File: src/rtl/noc_tree_pkg.sv
// Purpose: shared constants, field typedefs and the route decode helper for the tree NoC input port.
// Latency: none; declarations and a pure combinational function only.
// Backpressure: not applicable.
// Contents: default packet/field geometry, dest_t, route_onehot_t, route_decode().
package noc_tree_pkg;

  localparam int DEF_WIDTH_PACKET = 14;
  localparam int DEF_ADDR_LSB     = 8;
  localparam int DEF_ADDR_W       = 3;
  localparam int DEF_CHILD_W      = 1;
  localparam int DEF_NUM_CHILD    = 2 ** DEF_CHILD_W;
  localparam int DEF_NODE_PREFIX  = 0;
  localparam int DEF_DEPTH        = 4;

  // Widest one-hot route the helper can produce; callers slice down to NUM_CHILD+1.
  localparam int ROUTE_MAX = 64;

  typedef logic [DEF_ADDR_W-1:0]  dest_t;
  typedef logic [DEF_NUM_CHILD:0] route_onehot_t;

  // dest must arrive zero-extended from an addr_w-bit field. Low child_w bits pick the
  // child; the remaining high bits must equal prefix for the packet to stay in this subtree.
  // With no prefix bits (addr_w == child_w) everything stays local.
  function automatic logic [ROUTE_MAX-1:0] route_decode(input logic [31:0] dest,
                                                        input int addr_w,
                                                        input int child_w,
                                                        input int prefix);
    logic [31:0] sel;
    logic [31:0] hi;
    logic [31:0] parent;
    route_decode = '0;
    sel    = dest & ((32'd1 << child_w) - 32'd1);
    hi     = dest >> child_w;
    parent = 32'd1 << child_w;
    if (addr_w == child_w || hi == 32'(prefix)) begin
      route_decode[sel[5:0]] = 1'b1;
    end else begin
      route_decode[parent[5:0]] = 1'b1;
    end
  endfunction

endpackage

File: src/rtl/noc_sync_fifo.sv
// Purpose: generic synchronous FIFO with occupancy count, head presented combinationally.
// Latency: pushed word is visible at pop_data from the following cycle.
// Backpressure: caller must honour full/empty; push when full and pop when empty are dropped.
// Ports: clk, rst (async active-high), push/push_data, pop/pop_data, full, empty, count.
module noc_sync_fifo #(
  parameter  int WIDTH = 8,
  parameter  int DEPTH = 4,
  localparam int AW    = $clog2(DEPTH),
  localparam int CW    = AW + 1
) (
  input  logic             clk,
  input  logic             rst,
  input  logic             push,
  input  logic [WIDTH-1:0] push_data,
  input  logic             pop,
  output logic [WIDTH-1:0] pop_data,
  output logic             full,
  output logic             empty,
  output logic [CW-1:0]    count
);

  logic [WIDTH-1:0] mem [DEPTH];
  logic [AW-1:0]    wr_ptr;
  logic [AW-1:0]    rd_ptr;
  logic             do_push;
  logic             do_pop;

  assign full     = (count == CW'(DEPTH));
  assign empty    = (count == '0);
  assign do_push  = push && !full;
  assign do_pop   = pop && !empty;
  assign pop_data = mem[rd_ptr];

  // Storage needs no reset: count gates every read.
  always_ff @(posedge clk) begin
    if (do_push) mem[wr_ptr] <= push_data;
  end

  // DEPTH is a power of two, so pointer overflow is the modulo wrap.
  always_ff @(posedge clk or posedge rst) begin
    if (rst) begin
      wr_ptr <= '0;
      rd_ptr <= '0;
      count  <= '0;
    end else begin
      if (do_push) wr_ptr <= wr_ptr + AW'(1);
      if (do_pop)  rd_ptr <= rd_ptr + AW'(1);
      case ({do_push, do_pop})
        2'b10:   count <= count + CW'(1);
        2'b01:   count <= count - CW'(1);
        default: count <= count;
      endcase
    end
  end

endmodule

File: src/rtl/noc_tree_input_port.sv
// Purpose: tree NoC router input port; FIFO-buffers one upstream link and steers each packet to a child or the parent.
// Latency: packet accepted at edge k drives out_valid from edge k+1 at the earliest; 1 packet/cycle sustained.
// Backpressure: in_ready drops when the FIFO is full; a stalled head blocks everything behind it.
// Ports: clk, rst, in_valid/in_ready/in_data, out_valid[NUM_CHILD:0]/out_ready/out_data, fifo_count,
//        pkt_cnt[NUM_CHILD+1] (16-bit per-link transfer counters) only when ROUTE_STATS_EN is defined.
module noc_tree_input_port
  import noc_tree_pkg::*;
#(
  parameter  int WIDTH_PACKET = DEF_WIDTH_PACKET,
  parameter  int ADDR_LSB     = DEF_ADDR_LSB,
  parameter  int ADDR_W       = DEF_ADDR_W,
  parameter  int CHILD_W      = DEF_CHILD_W,
  parameter  int NODE_PREFIX  = DEF_NODE_PREFIX,
  parameter  int DEPTH        = DEF_DEPTH,
  localparam int NUM_CHILD    = 2 ** CHILD_W,
  localparam int CNT_W        = $clog2(DEPTH) + 1
) (
  input  logic                    clk,
  input  logic                    rst,
  input  logic                    in_valid,
  output logic                    in_ready,
  input  logic [WIDTH_PACKET-1:0] in_data,
  output logic [NUM_CHILD:0]      out_valid,
  input  logic [NUM_CHILD:0]      out_ready,
  output logic [WIDTH_PACKET-1:0] out_data,
  output logic [CNT_W-1:0]        fifo_count
`ifdef ROUTE_STATS_EN
  ,
  output logic [15:0]             pkt_cnt [NUM_CHILD+1]
`endif
);

  logic [WIDTH_PACKET-1:0] head;
  logic [ADDR_W-1:0]       head_dest;
  logic [NUM_CHILD:0]      head_route;
  logic [NUM_CHILD:0]      stage_route;
  logic                    stage_vld;
  logic                    fifo_full;
  logic                    fifo_empty;
  logic                    push;
  logic                    pop;
  logic                    xfer;

  // No full-bypass: a pop in the same cycle does not reopen a full FIFO.
  assign in_ready = !fifo_full && !rst;
  assign push     = in_valid && in_ready;

  noc_sync_fifo #(
    .WIDTH (WIDTH_PACKET),
    .DEPTH (DEPTH)
  ) u_fifo (
    .clk       (clk),
    .rst       (rst),
    .push      (push),
    .push_data (in_data),
    .pop       (pop),
    .pop_data  (head),
    .full      (fifo_full),
    .empty     (fifo_empty),
    .count     (fifo_count)
  );

  // Route is resolved once, as the head moves into the output stage.
  assign head_dest  = head[ADDR_LSB +: ADDR_W];
  assign head_route = (NUM_CHILD+1)'(route_decode(32'(head_dest), ADDR_W, CHILD_W, NODE_PREFIX));

  // stage_route is one-hot, so only the ready of the selected link can complete a transfer.
  assign out_valid = stage_vld ? stage_route : '0;
  assign xfer      = |(out_valid & out_ready);
  assign pop       = !fifo_empty && (!stage_vld || xfer);

  always_ff @(posedge clk or posedge rst) begin
    if (rst) begin
      stage_vld   <= 1'b0;
      stage_route <= '0;
      out_data    <= '0;
    end else if (pop) begin
      stage_vld   <= 1'b1;
      stage_route <= head_route;
      out_data    <= head;
    end else if (xfer) begin
      stage_vld   <= 1'b0;
    end
  end

`ifdef ROUTE_STATS_EN
  always_ff @(posedge clk or posedge rst) begin
    if (rst) begin
      for (int i = 0; i <= NUM_CHILD; i++) pkt_cnt[i] <= '0;
    end else begin
      for (int i = 0; i <= NUM_CHILD; i++) begin
        if (out_valid[i] && out_ready[i]) pkt_cnt[i] <= pkt_cnt[i] + 16'd1;
      end
    end
  end
`endif

endmodule

File: config.mk
export PLATFORM = sky130hd
export DESIGN_NAME = noc_tree_input_port
export DESIGN_NICKNAME = d
export VERILOG_FILES = /design/src/rtl/noc_tree_pkg.sv /design/src/rtl/noc_sync_fifo.sv /design/src/rtl/noc_tree_input_port.sv
export SDC_FILE = /design/constraint.sdc
export NUM_CORES = 1
export LEC_CHECK = 0
export BUFFER_PORTS_ARGS = -buffer_cell sky130_fd_sc_hd__buf_2
export CORE_ASPECT_RATIO = 0.75
export CORE_MARGIN = 3
export CORE_UTILIZATION = 60
export DETAILED_ROUTE_END_ITERATION = 8
export PLACE_DENSITY = 0.79
export SLEW_MARGIN = 20
export SYNTH_ARGS = -nofsm -noshare
export SYNTH_HDL_FRONTEND = slang
export SYNTH_SLANG_ARGS = --single-unit
File: constraint.sdc
create_clock -name clk -period 6.6 [get_ports clk]
set_input_delay 0.33 -clock clk [delete_from_list [all_inputs] [get_ports clk]]
set_output_delay 0.33 -clock clk [all_outputs]
set_load 0.01 [all_outputs]
[Word level (Yosys, flattened, before mapping)]
Memories as Yosys holds them, arrays and structs flattened.
Index checks and enable logic that the tools add are counted.
Storage, ports and cells
  bits in registers: 25
  RAM bits: 56
  input bits: 20
  output and inout port bits: 21
  logic and storage cells: 43
  memories: 1
Cells by class
  add/subtract/negate cells: 4
  $lt $le $gt $ge: 2
  eq/ne operators: 3
  multiplexer cells: 10
  bitwise gates (word level): 1
  reductions and logical operators: 16
Memories
  u_fifo.mem: depth 4, bits a word 14, read ports 1, clocked after Yosys merged registers in 0, wr ports 1, RTL line noc_sync_fifo.sv:22  | logic [WIDTH-1:0] mem [DEPTH];
Operators with widths (number)
  $logic_not A32 Y1: 1
  $lt A1 B7 Y1 const B: 1
  $logic_and A1 B1 Y1: 6
  $mux W1: 6
  $pmux W3 S2: 1
  $add A2 B1 Y2 const B: 2
  $logic_not A1 Y1: 4
  $reduce_bool A2 Y1: 2
  $add A3 B1 Y3 const B: 1
  $and A3 B3 Y3: 1
  $eq A3 B3 Y1 const B: 1
  $logic_not A3 Y1: 1
  $mux W3: 1
  $reduce_or A3 Y1: 1
  $sub A3 B1 Y3 const B: 1
  $eq A2 B1 Y1 const B: 1
  $eq A2 B2 Y1 const B: 1
  $mux W2: 1
  $demux W1 S1: 1
  $ge A1 B1 Y1 const B: 1
  $logic_or A1 B1 Y1: 1

[Logic depth before layout (Yosys ltp)]
Gate-level depths: netlist (run 1).
  word-level depth: 8
  mapped depth: 9
  gate-level depth less buffers: 9

[By module]
A second synthesis (run 1) with hierarchy kept.
Unflattened totals
  cells, all modules: 161
  area total of the unflattened synthesis: 3261.9 um^2
Modules (own cells, without submodules)
  noc_sync_fifo: instances 1, cells each 111, area each 2484.9 um^2, seq. area each 1856.8 um^2
  noc_tree_input_port: instances 1, cells each 50, area each 777.0 um^2, seq. area each 450.4 um^2

[Worst setup path before layout (run 1)]
OpenSTA, ideal clock, no wires.
  path kind: reg-to-reg
  start point: register stage_vld
  end point: register u_fifo.count[2]
  setup time: 0.079 ns
  arrival time: 2.024 ns
  data required time: 6.521 ns
  slack: 4.497 ns
  cell stages (with the launch flop): 10
  buffers on the path: 1
  period minus slack after synthesis: 2.103 ns
  cell sequence: dfrtp_1 > a21boi_2 > a21oi_4 > buf_4 > ha_1 > inv_1 > fa_1 > xor2_1 > nor2_1 > xor2_1
On the way
  longest elaborated chain between the ends: 8
  elaborated cells between the ends (all ways): 11
  classes of those cells: eq/ne (2); mux (2); bitwise (1); reduce/logical (6)
RTL lines
  from (decl): RTL line noc_tree_input_port.sv:37  | logic stage_vld;
  from (signal assigned): RTL line noc_tree_input_port.sv:74  | stage_vld <= 1'b0;
  from (signal assigned): RTL line noc_tree_input_port.sv:78  | stage_vld <= 1'b1;
  from (signal assigned): RTL line noc_tree_input_port.sv:82  | stage_vld <= 1'b0;
  $mux W3: RTL line noc_tree_input_port.sv:68  | assign out_valid = stage_vld ? stage_route : '0;
  $and A3 B3 Y3: RTL line noc_tree_input_port.sv:69  | assign xfer = |(out_valid & out_ready);
  $reduce_or A3 Y1: RTL line noc_tree_input_port.sv:69
  $logic_or A1 B1 Y1 *: RTL line noc_tree_input_port.sv:70  | assign pop = !fifo_empty && (!stage_vld || xfer);
  $logic_and A1 B1 Y1 *: RTL line noc_tree_input_port.sv:70
  named net pop: RTL line noc_tree_input_port.sv:41  | logic pop;
  $logic_and A1 B1 Y1 *: RTL line noc_sync_fifo.sv:31  | assign do_pop = pop && !empty;
  $eq A2 B1 Y1 or $eq A2 B2 Y1 (tied branches): RTL line noc_sync_fifo.sv:48  | case ({do_push, do_pop})
  $pmux W3 S2 or $reduce_bool A2 Y1 (tied branches)
  to (signal assigned): RTL line noc_sync_fifo.sv:49  | 2'b10: count <= count + CW'(1);
  to (signal assigned): RTL line noc_sync_fifo.sv:50  | 2'b01: count <= count - CW'(1);
  to (signal assigned): RTL line noc_sync_fifo.sv:51  | default: count <= count;
  to (decl): RTL line noc_sync_fifo.sv:19  | output logic [CW-1:0] count
Mark *: on every way through the listed nets, which the timed path passes. The rest lies on a longest branch.
A chain may end at the register's enable or synchronous reset.

[Final worst setup path (run 1)]
  start point: register stage_vld
  end point: register u_fifo.count[2]
On the way
  longest elaborated chain between the ends: 8
  elaborated cells between the ends (all ways): 11
  classes of those cells: eq/ne (2); mux (2); bitwise (1); reduce/logical (6)
RTL lines (RTL line)
  $mux W3: noc_tree_input_port.sv:68
  $and A3 B3 Y3: noc_tree_input_port.sv:69
  $reduce_or A3 Y1: noc_tree_input_port.sv:69
  $logic_or A1 B1 Y1 *: noc_tree_input_port.sv:70
  $logic_and A1 B1 Y1 *: noc_tree_input_port.sv:70
  $logic_and A1 B1 Y1 *: noc_sync_fifo.sv:31
  $eq A2 B1 Y1 or $eq A2 B2 Y1 (tied branches): noc_sync_fifo.sv:48
  $pmux W3 S2 or $reduce_bool A2 Y1 (tied branches)
Every way passes the cells marked *; elsewhere a longest branch is shown, timed or not.

==> results of run 1 <==
[logic make-up after synthesis]
family | share of synthesized area
adders and majority gates | 0.02584
and+or+nand+nor | 0.02662
muxes | 0.1660
buffers and inverters | 0.02271
xor gates and xnor gates | 0.01645
AOI/OAI and AO/OA | 0.02036
DFF | 0.7220
[stage by stage]
step | std cells | utilization
2_1_floorplan | 161 | -
3_3_place_gp | 269 | 0.6888
3_5_place_dp | 269 | 0.6888
4_1_cts | 285 | 0.7258
5_1_grt | 285 | 0.7258
6_report | 285 | 0.7258
[layer usage]
layer  vias up  global-route usage  wire length [µm]
met5         -                   0                 0
li1        704                   -                 -
met3        10             0.06725               279
met1       761              0.2117              2016
met2        44              0.2881              2453
met4         0             0.08998               116
[power by group through the flow]
stage                     Sequential [mW]  Combinational, mW  Clock [mW]
after floorplan                     0.756              0.404           0
after global placement              0.773              0.500           0
after detailed placement            0.784              0.526           0
after CTS                           0.774              0.527       0.339
after global routing                0.789              0.573       0.361
final                               0.767              0.518       0.331
[flip-flops by register name, summed over array words and instances, names as in the netlist]
register       flops
u_fifo.mem        56
out_data          14
stage_route        3
u_fifo.count       3
u_fifo.rd_ptr      2
u_fifo.wr_ptr      2
stage_vld          1
[final cells by class]
type / count / area share
Timing Repair Buffer: 40 / 0.05506
Inverter: 10 / 0.01032
Sequential cell: 81 / 0.6345
Multi-Input combinational cell: 66 / 0.2244
Clock buffer: 9 / 0.03407
Clock inverter: 7 / 0.01686
Tap cell: 72 / 0.02478
[synthesized netlist by cell type (all sizes together)]
cell type | n | area (µm²)
a21oi | 2 | 21.27
and2 | 7 | 43.79
fa | 1 | 20.02
mux2i | 2 | 20.02
mux4 | 14 | 315.3
a22oi | 1 | 12.51
nand2 | 2 | 7.510
a211oi | 2 | 20.02
xnor2 | 3 | 26.28
nor2 | 3 | 11.26
ha | 5 | 62.56
dfrtp | 25 | 625.6
edfxtp | 56 | 1682
nor3b | 1 | 7.510
a21boi | 1 | 11.26
mux2 | 17 | 195.2
buf | 4 | 35.03
nor3 | 2 | 15.01
inv | 10 | 37.54
xor2 | 3 | 26.28
[worst paths after layout]
check,endpoint,slack [ns],cells past startpoint
worst max-delay path,u_fifo.count[2],4.16,8
worst min-delay path,u_fifo.mem[2][3],0.20,1
worst max register to register,u_fifo.count[2],4.16,8
worst min register to register,out_data[9],0.50,1
max in group asynchronous,out_data[4],5.78,2
min in group asynchronous,stage_route[0],0.23,2
==> flow_summary.toml, run 1 <==
[power_and_ir_drop]
ir_drop_v = 0.0002371
p_seq_frac = 0.475
p_leak_nw = 1.395
pwr_density_cell_nw_per_um2 = 444.5
clkPwrFrac = 0.205
switchingPower_uw = 497.7
swShare = 0.3080
p_int_mw = 1.118
total_power_mw = 1.616
combPwrFrac = 0.321

[cts]
clock_sink_count = 81
cts_made_buffers = 9
post_cts.repair.setup_buffers = 0
root_buffer = "clkbuf_8"
ctsResizeCount = 0
cts_tree = "done"
clkTransAtPathRegs_ns = 0.07
hold_buffers = 0
clk_latency_ns = 0.34
cts-htree-levels = 3
clock_path_buffers = 2

[route]
viasPerCell = 5.330
first_pass_iters = 4
vias = 1519
dr.first_iter.drc_count = 68
drt-wirelength-per-cell_um = 17.07
final_antenna_net_count = 0
route.detailed.drc = 0
finalWirelength_mm = 4.865

[die]
die_h_um = 69.20
initial_core_util = 0.6379
die_w_um = 90.27
rows = 22
core_um2 = 5010
design.die.area_um2 = 6247
num_io_pins = 41

[global_route]
grt_use_total = 0.1782
grt_max_degree = 26
grt_pass1_wl_mm = 8.107
antenna_found_initial = 0
grt_overflow = 0
grt_pass1_vias = 1637

[setup_path]
crit_chain = "a21boi_2, a21oi_4, ha_1, inv_1, fa_1, xor2_1, nor2_1, xor2_1"
critPathBufInv = 1
worstSetupPathType = "flop to flop"
cp_top_family = "compound AO/OA/AOI/OAI gates"
crit_start = "stage_vld"
cp_slowest_cell = "a21oi_4"
cp.required_ns = 6.87
crit_top_cell = "xor2_1"
end_kind = "flop"
slowest_delay_ns = 0.58
arrival_ns = 2.71
r2r-start = "stage_vld"
critPathMaxFanout = 19
worstSetupStartpointType = "flop"

[cells_and_area]
seq_area_um2 = 2307
final_cell_mix = "edfxtp_1 (56), buf_2 (40), dfrtp_1 (25), mux2_2 (15), mux4_2 (14)"
multiInputGateArea_um2 = 815.8
drive_above_1_share = 0.4225
area_delta_synth_final_pct = 13.78
final_common_cell = "edfxtp_1"
fillers = 320
num-nets-final = 234
diodes = 0
stdcell_area_um2 = 3636

[worst_hold_path]
hp-start = "in_data[3]"
worst_hold_path_type = "primary input to flop"

[flow_run]
maxCapViolCount = 0

[timing]
slew_headroom = 0.3638
slew_viol_final = 0
hold_violations = 0
rsz0062_at_grt = "no"
worst_slew_pin_slew_ns = 0.9532
setup_violations = 0
max_clock_freq_mhz = 409.9
timing.setup.tns_ns = 0
finalClockSkew_ns = 0.009191
worst_slack_ns = 4.160
fin_crit_sh = 0.3696
min_period_ns = 2.440
holdWs_ns = 0.1971

[place]
place_ws_ns = 4.152
port_buffers = 40
place_congestion = 0.7412
hpwl_mm = 3.356
dpl_cell_area_um2 = 3451

[synthesis]
netlist_area_um2 = 3196
syn_inst = 161
synth_nets = 187
syn_avg_cell_area_um2 = 19.85
synth-seq-cells = 81
yosysSeqAreaShare = 0.7220
yosysUniqueCellTypes = 27
synth_warnings = 0

[outcome]
outcome = "finished clean"
Note: power is estimated with default switching activity, not from simulation.
==> inputs of run 2 (changes only) <==
- CORE_UTILIZATION: 60 -> 51
- PLACE_DENSITY: 0.79 -> 0.71
- clock period: 6.6 -> 2 ns (I/O delays scaled with it)
==> flow_summary.toml, run 2 (synthesis gave the netlist of run 1 again) <==
[timing]
setup_violations = 0
max_clock_freq_mhz = 529.5
worst_slew_pin_slew_ns = 0.3749
slew_viol_final = 0
finalClockSkew_ns = 0.009004
slew_headroom = 0.7501
rsz0062_at_grt = "no"
hold_violations = 0
fin_crit_sh = 0.9443
timing.setup.tns_ns = 0
holdWs_ns = 0.06481
min_period_ns = 1.889

[power_and_ir_drop]
p_int_mw = 3.901
clkPwrFrac = 0.209
combPwrFrac = 0.354
ir_drop_v = 0.0007490
switchingPower_mw = 1.752
pwr_density_cell_nw_per_um2 = 1440
swShare = 0.3099
p_seq_frac = 0.437
p_leak_nw = 1.523

[die]
die_h_um = 74.55
core_um2 = 5946
die_w_um = 97.40
rows = 24
initial_core_util = 0.5375
design.die.area_um2 = 7261
num_io_pins = 41

[route]
vias = 1655
drt-wirelength-per-cell_um = 17.82
first_pass_iters = 4
final_antenna_net_count = 0
viasPerCell = 5.237
finalWirelength_mm = 5.630
dr.first_iter.drc_count = 66
route.detailed.drc = 0

[cts]
clock_sink_count = 81
cts_made_buffers = 9
clk_latency_ns = 0.35
cts_tree = "done"
clock_path_buffers = 2
post_cts.repair.setup_buffers = 0
clkTransAtPathRegs_ns = 0.08
root_buffer = "clkbuf_8"
cts-htree-levels = 3

[cells_and_area]
final_cell_mix = "edfxtp_1 (56), buf_2 (40), dfrtp_1 (23), mux2_2 (15), dlygate4sd3_1 (15)"
reg.largest.list = "u_fifo.mem (56), out_data (14)"
top_register = "u_fifo.mem"
diodes = 0
largest_reg_flops = 56
drive_above_1_share = 0.4412
instances_no_fill = 316
area_delta_synth_final_pct = 22.87
final_common_cell = "edfxtp_1"
num-nets-final = 259

[place]
hpwl_mm = 3.755
dp.cells = 285
place_congestion = 0.7198
port_buffers = 40

[global_route]
grt_use_total = 0.1730
grt_max_degree = 26
grt_overflow = 0
grt_pass1_vias = 1809
antenna_found_initial = 0
grt_pass1_wl_mm = 9.246

[outcome]
outcome = "finished clean"

[flow_run]
maxCapViolCount = 0

[setup_path]
arrival_ns = 2.15
end_kind = "flop"
critPathMaxFanout = 5
cp.required_ns = 2.26
worstSetupPathType = "flop to flop"
worstSetupStartpointType = "flop"

[worst_hold_path]
worst_hold_path_type = "primary input to flop"
-- run 2: per-layer routing --
layer	up-vias	share of wire	wire length, µm	GRT usage
met1	855	0.42	2358	0.2170
met3	12	0.038	213	0.05530
met4	0	0.016	89	0.05684
met2	35	0.53	2969	0.2938
met5	-	0	0	0
li1	753	-	-	-
-- run 2: layout make-up --
type	instances	area, µm²
Sequential cell	81	2310
Fill cell	421	2019
Multi-Input combinational cell	66	838.3
Timing Repair Buffer	65	437.9
Clock buffer	10	137.6
Tap cell	78	97.59
Clock inverter	6	67.56
Inverter	10	37.54
-- run 2: final timing paths --
kind / cells past startpoint / startpoint / slack, ns / endpoint
hold / removal: 4 / out_ready[2] / 0.06 / stage_vld
hold reg to reg: 1 / out_data[3] / 0.51 / out_data[3]
setup / recovery: 9 / u_fifo.count[0] / 0.11 / u_fifo.count[2]
max in group asynchronous: 4 / rst / 1.30 / u_fifo.count[2]
min in group asynchronous: 4 / rst / 0.40 / u_fifo.wr_ptr[1]
setup reg to reg: 9 / u_fifo.count[0] / 0.11 / u_fifo.count[2]
-- run 2: per-stage QoR --
step	worst slack (ns)	util	instance area [µm²]	power, mW
3_5_place_dp	0.09739	0.6002	3568	4.517
2_1_floorplan	0.004621	-	3222	3.883
3_3_place_gp	0.2338	0.6002	3568	4.384
6_report	0.1114	0.6604	3926	5.652
4_1_cts	0.06821	0.6599	3924	5.730
5_1_grt	0.03573	0.6604	3926	6.008
-- run 2: critical path, cell delays in order, from the launching register on --
cell      delay (ns)
dfrtp_2         0.45
nor2_2          0.13
a211oi_2        0.10
inv_1           0.10
ha_4            0.14
inv_1           0.05
fa_1            0.38
xor2_1          0.16
nor2_1          0.14
xor2_1          0.17
-- run 2: repair_timing --
action | in CTS | in global routing
endpoints found under the setup margin | 0 | 1
resized for setup | 0 | 1
endpoints found under the hold margin | 81 | 0
hold buffers | 15 | 0
-- run 2: power groups by stage --
stage                     Combinational (mW)  Clock, mW  Sequential [mW]
after floorplan                         1.38          0             2.50
after detailed placement                2.01          0             2.51
final                                   2.00       1.18             2.47
after global routing                    2.19       1.29             2.52
after global placement                  1.93          0             2.46
after CTS                               2.04       1.22             2.47
